$ cat config.mk
export PLATFORM = sky130hd
export DESIGN_NAME = full_subtractor_serial
export DESIGN_NICKNAME = d
export VERILOG_FILES = /design/src/rtl/full_subtractor_pkg.sv /design/src/rtl/fullsubtractor.sv /design/src/rtl/full_subtractor_serial.sv
export SDC_FILE = /design/constraint.sdc
export NUM_CORES = 1
export LEC_CHECK = 0
export ABC_AREA = 1
export CELL_PAD_IN_SITES_DETAIL_PLACEMENT = 0
export CELL_PAD_IN_SITES_GLOBAL_PLACEMENT = 1
export CORE_UTILIZATION = 37
export CTS_CLUSTER_DIAMETER = 60
export CTS_CLUSTER_SIZE = 10
export DETAILED_ROUTE_END_ITERATION = 10
export PLACE_DENSITY = 0.86
export SLEW_MARGIN = 10
export SYNTH_ARGS = -nofsm -noshare
export SYNTH_HDL_FRONTEND = slang
export SYNTH_SLANG_ARGS = --single-unit
export TNS_END_PERCENT = 30
$ cat constraint.sdc
create_clock -name clk -period 3.5 [get_ports clk]
set_clock_uncertainty 0.15 [all_clocks]
set_input_delay 0.525 -clock clk [delete_from_list [all_inputs] [get_ports clk]]
set_output_delay 0.525 -clock clk [all_outputs]
set_load 0.05 [all_outputs]
$ cat src/rtl/full_subtractor_pkg.sv
// rtl/full_subtractor_pkg.sv - shared FSM state type and width default for the serial full subtractor
package full_subtractor_pkg;

  localparam int DEFAULT_WIDTH = 4;

  typedef enum logic [1:0] {
    IDLE = 2'd0,
    RUN  = 2'd1,
    DONE = 2'd2
  } state_t;

endpackage

$ cat src/rtl/fullsubtractor.sv
// rtl/fullsubtractor.sv - combinational 1-bit full subtractor (a - b - bin)
module fullsubtractor (
  input  logic a,
  input  logic b,
  input  logic bin,
  output logic d,
  output logic bout
);

  // Borrow out when a < b + bin: either a=0,b=1, or a==b with a borrow coming in.
  always_comb begin
    d    = a ^ b ^ bin;
    bout = (~a & b) | (~(a ^ b) & bin);
  end

endmodule

$ cat src/rtl/full_subtractor_serial.sv
// rtl/full_subtractor_serial.sv - bit-serial X - Y - Bin, one bit per cycle; optional V via FULL_SUBTRACTOR_SERIAL_OVERFLOW_EN
module full_subtractor_serial
  import full_subtractor_pkg::*;
#(
  parameter int WIDTH = DEFAULT_WIDTH
) (
  input  logic             clk,
  input  logic             rst,
  input  logic [WIDTH-1:0] X,
  input  logic [WIDTH-1:0] Y,
  input  logic             Bin,
  input  logic             in_valid,
  output logic             in_ready,
  output logic [WIDTH-1:0] D,
  output logic             Bout,
  output logic             out_valid,
  input  logic             out_ready
`ifdef FULL_SUBTRACTOR_SERIAL_OVERFLOW_EN
  ,
  output logic             V
`endif
);

  localparam int IDX_W = (WIDTH > 1) ? $clog2(WIDTH) : 1;
  localparam logic [IDX_W-1:0] LAST_IDX = IDX_W'(WIDTH - 1);

  state_t state_q, state_d;

  // Captured operands; bits are picked out by the index, never shifted.
  logic [WIDTH-1:0] x_q, x_d;
  logic [WIDTH-1:0] y_q, y_d;
  logic             brw_q, brw_d;
  logic [IDX_W-1:0] idx_q, idx_d;

  // Partial result builds up here so D only ever shows whole results.
  logic [WIDTH-1:0] sh_q, sh_d;

  logic [WIDTH-1:0] d_q, d_d;
  logic             bout_q, bout_d;

`ifdef FULL_SUBTRACTOR_SERIAL_OVERFLOW_EN
  logic             v_q, v_d;
`endif

  logic fs_d;
  logic fs_bout;

  fullsubtractor u_fs (
    .a    (x_q[idx_q]),
    .b    (y_q[idx_q]),
    .bin  (brw_q),
    .d    (fs_d),
    .bout (fs_bout)
  );

  // Next-state logic: capture in IDLE, one bit per cycle in RUN, hold in DONE.
  always_comb begin
    state_d = state_q;
    x_d     = x_q;
    y_d     = y_q;
    brw_d   = brw_q;
    idx_d   = idx_q;
    sh_d    = sh_q;
    d_d     = d_q;
    bout_d  = bout_q;
`ifdef FULL_SUBTRACTOR_SERIAL_OVERFLOW_EN
    v_d     = v_q;
`endif

    case (state_q)
      IDLE: begin
        if (in_valid) begin
          x_d     = X;
          y_d     = Y;
          brw_d   = Bin;
          idx_d   = '0;
          sh_d    = '0;
          state_d = RUN;
        end
      end

      RUN: begin
        sh_d[idx_q] = fs_d;
        brw_d       = fs_bout;
        idx_d       = idx_q + IDX_W'(1);
        if (idx_q == LAST_IDX) begin
          d_d     = sh_d;
          bout_d  = fs_bout;
          idx_d   = '0;
          state_d = DONE;
`ifdef FULL_SUBTRACTOR_SERIAL_OVERFLOW_EN
          // Operands differ in sign and the result sign differs from the minuend.
          v_d = (x_q[WIDTH-1] ^ y_q[WIDTH-1]) & (x_q[WIDTH-1] ^ fs_d);
`endif
        end
      end

      DONE: begin
        if (out_ready) begin
          state_d = IDLE;
        end
      end

      default: begin
        state_d = IDLE;
      end
    endcase
  end

  // State and datapath registers; reset wins over every handshake.
  always_ff @(posedge clk) begin
    if (rst) begin
      state_q <= IDLE;
      x_q     <= '0;
      y_q     <= '0;
      brw_q   <= 1'b0;
      idx_q   <= '0;
      sh_q    <= '0;
      d_q     <= '0;
      bout_q  <= 1'b0;
`ifdef FULL_SUBTRACTOR_SERIAL_OVERFLOW_EN
      v_q     <= 1'b0;
`endif
    end else begin
      state_q <= state_d;
      x_q     <= x_d;
      y_q     <= y_d;
      brw_q   <= brw_d;
      idx_q   <= idx_d;
      sh_q    <= sh_d;
      d_q     <= d_d;
      bout_q  <= bout_d;
`ifdef FULL_SUBTRACTOR_SERIAL_OVERFLOW_EN
      v_q     <= v_d;
`endif
    end
  end

  // Handshake flags come straight from the state; results from their registers.
  always_comb begin
    in_ready  = (state_q == IDLE);
    out_valid = (state_q == DONE);
    D         = d_q;
    Bout      = bout_q;
`ifdef FULL_SUBTRACTOR_SERIAL_OVERFLOW_EN
    V         = v_q;
`endif
  end

endmodule

==> reports/metrics.cfg <==
[outcome]
status = complete, no violations

[clocking]
cts_made_buffers = 3
cts-resized-gates = 0
clock_latency_ns = 0.30
clock-sinks = 21
ctsHoldBuffers = 0
postCtsSetupBuffers = 0
clock_path_buffers = 2
clk_pin_slew_worst_paths_ns = 0.11
cts.htree.levels = 1
cts_root_buf = clkbuf_4
cts_tree = yes

[drt]
drc = 0
drtIter0Drc = 11
drtPass1Iterations = 4
wirelength_um = 1890
viasPerCell = 4.65
drtAntennaViolNets = 0
routedWlPerCell_um = 10.4
via_count = 841

[global_routing]
grt.overflow.total = 0
antenna_found_initial = 0
grt_pass1_vias = 789
grt_usage_pct = 16.0
use_met1_pct = 18.1
grt_use_met2_pct = 28.5
grt.met3_usage_pct = 6.09
busiest_layer = met2
grt_max_degree = 15
grt_pass1_wl_um = 3230

[final_layout]
area_delta_synth_final_pct = 26.3
fin_area_sq_um = 1200
diodes = 0
most-common-layout-cells = 29 x nand2_1, 23 x nor2_1, 21 x dfxtp_1
layout-drive-gt1-share_pct = 8.50
num-nets-final = 172
layout_commonest_cell = nand2_1

[die]
ios = 20
initial_core_util_pct = 40.9
num_rows = 17
die_y_um = 52.6
die-area_sq_um = 2770
core_area_sq_um = 2320
die_w_um = 52.6

[timing]
tightestPinTransition_ns = 0.506
finalWorstSetupSlack_ns = 1.05
setup_violations = 0
fin_tns_setup_ns = 0
hold_viol_final = 0
max_freq_mhz = 408
drv_slew = 0
final.period_utilization_pct = 70.0
rsz0062_at_grt = false
fin_hold_ws_ns = 0.319
slew_headroom_pct = 66.2
final.min_clock_period_ns = 2.45

[yosys]
synthesis.area_sq_um = 947
synth_seq_cells = 21
synth_area_leaders = dfxtp_1 44%, nand2_1 11%, nor2_1 9.1%
syn_nets = 149
yosys.area.top_type = dfxtp_1
netlist.area_leader.share_pct = 44.4
synth_warnings = 0
syn-instance-count = 131
avgSynthCellArea_sq_um = 7.23
synth_cell_types = 16
yosysSeqAreaShare_pct = 44.4

[placed_design]
place_hpwl_um = 1440
port_buffers = 19
pre_cts_slack_ns = 1.40
postPlaceCellArea_sq_um = 1170
gp_congestion = 0.821

[setup_path]
worst-endpoint-arrival_ns = 1.77
cp.required_ns = 2.82
r2r-end = D[0]$_SDFFE_PP0P_
crit_path_start_kind = register
worstRegToRegCells = 8
path_max_fanout = 3
critical_path.endpoint_type = output port
worstReg2RegStart = idx_q[0]$_SDFFE_PP0P_
crit_type = reg2out
regToRegSetupSlack_ns = 1.37

[pwr]
vdd_drop_max_mv = 0.210
power_density_nw_per_um2 = 381
power.leakage_nw = 0.470

[min_path]
hold_class = reg2reg
holdCritStartpoint = Bout$_SDFFE_PP0P_
whs_endpoint = Bout$_SDFFE_PP0P_
holdPathStages = 2

[run]
cap_violations = 0

==> synthesized netlist by cell type (all sizes together) <==
cell type,count
nand2,31
nor2,26
dfxtp,21
o21ai,16
inv,15
a21oi,13
ha,4
nand3,2
clkbuf,1
fa,1
o22ai,1
==> kinds of logic (layout without fill, tap and decap cells) <==
group | after synthesis | in the layout | synth area share (%)
AOI/OAI and AO/OA | 30 | 30 | 16.4
adders and majority gates | 5 | 5 | 7.40
buffers and inverters | 16 | 38 | 6.34
DFF | 21 | 21 | 44.4
and+or+nand+nor | 59 | 59 | 25.5
==> where the power goes <==
group	switching (mW)	leakage (nW)	internal [mW]
Sequential	0.00936	0.172	0.251
Clock	0.0724	0.0177	0.0427
Combinational	0.0457	0.280	0.0347
==> cell type report <==
| class | count | area, sq um |
|---|---|---|
| Multi-Input combinational cell | 94 | 467 |
| Tap cell | 28 | 35.0 |
| Sequential cell | 21 | 420 |
| Clock inverter | 1 | 5.00 |
| Inverter | 15 | 56.3 |
| Timing Repair Buffer | 19 | 190 |
| Fill cell | 237 | 1120 |
| Clock buffer | 3 | 22.5 |
==> state kept, by name, summed over array words and instances (netlist names) <==
signal and count:
y_q 4, state_q 2, x_q 4, sh_q 3
D 4, idx_q 2, brw_q 1, Bout 1
==> critical path, stage by stage (launching register included) <==
cell and delay, ns:
dfxtp_1 0.45, inv_2 0.07, nor2_1 0.13, clkdlybuf4s50_1 0.82
==> per-stage QoR <==
stage	power, mW	utilization [%]	instances
after floorplan	0.317	-	131
after global placement	0.346	50.4	177
after detailed placement	0.347	50.4	177
after CTS	0.463	51.6	181
after global routing	0.488	51.6	181
final	0.456	51.6	181
==> worst max path at each step <==
stage                       startpoint                 to  slack (ns)
2_1_floorplan    idx_q[0]$_SDFFE_PP0P_  D[0]$_SDFFE_PP0P_        1.63
3_3_place_gp   state_q[1]$_SDFFE_PP0P_          out_valid        1.40
3_5_place_dp   state_q[1]$_SDFFE_PP0P_          out_valid        1.40
4_1_cts        state_q[1]$_SDFFE_PP0P_          out_valid        1.04
5_1_grt        state_q[1]$_SDFFE_PP0P_          out_valid        0.95
6_report       state_q[1]$_SDFFE_PP0P_          out_valid        1.05
==> metal layers <==
| layer | vias up | wire length [um] |
|---|---|---|
| li1 | 457 | - |
| met1 | 366 | 848 |
| met2 | 18 | 962 |
| met3 | 0 | 79 |
| met4 | 0 | 0 |
| met5 | - | 0 |
Note: power is estimated with default switching activity, not from simulation.
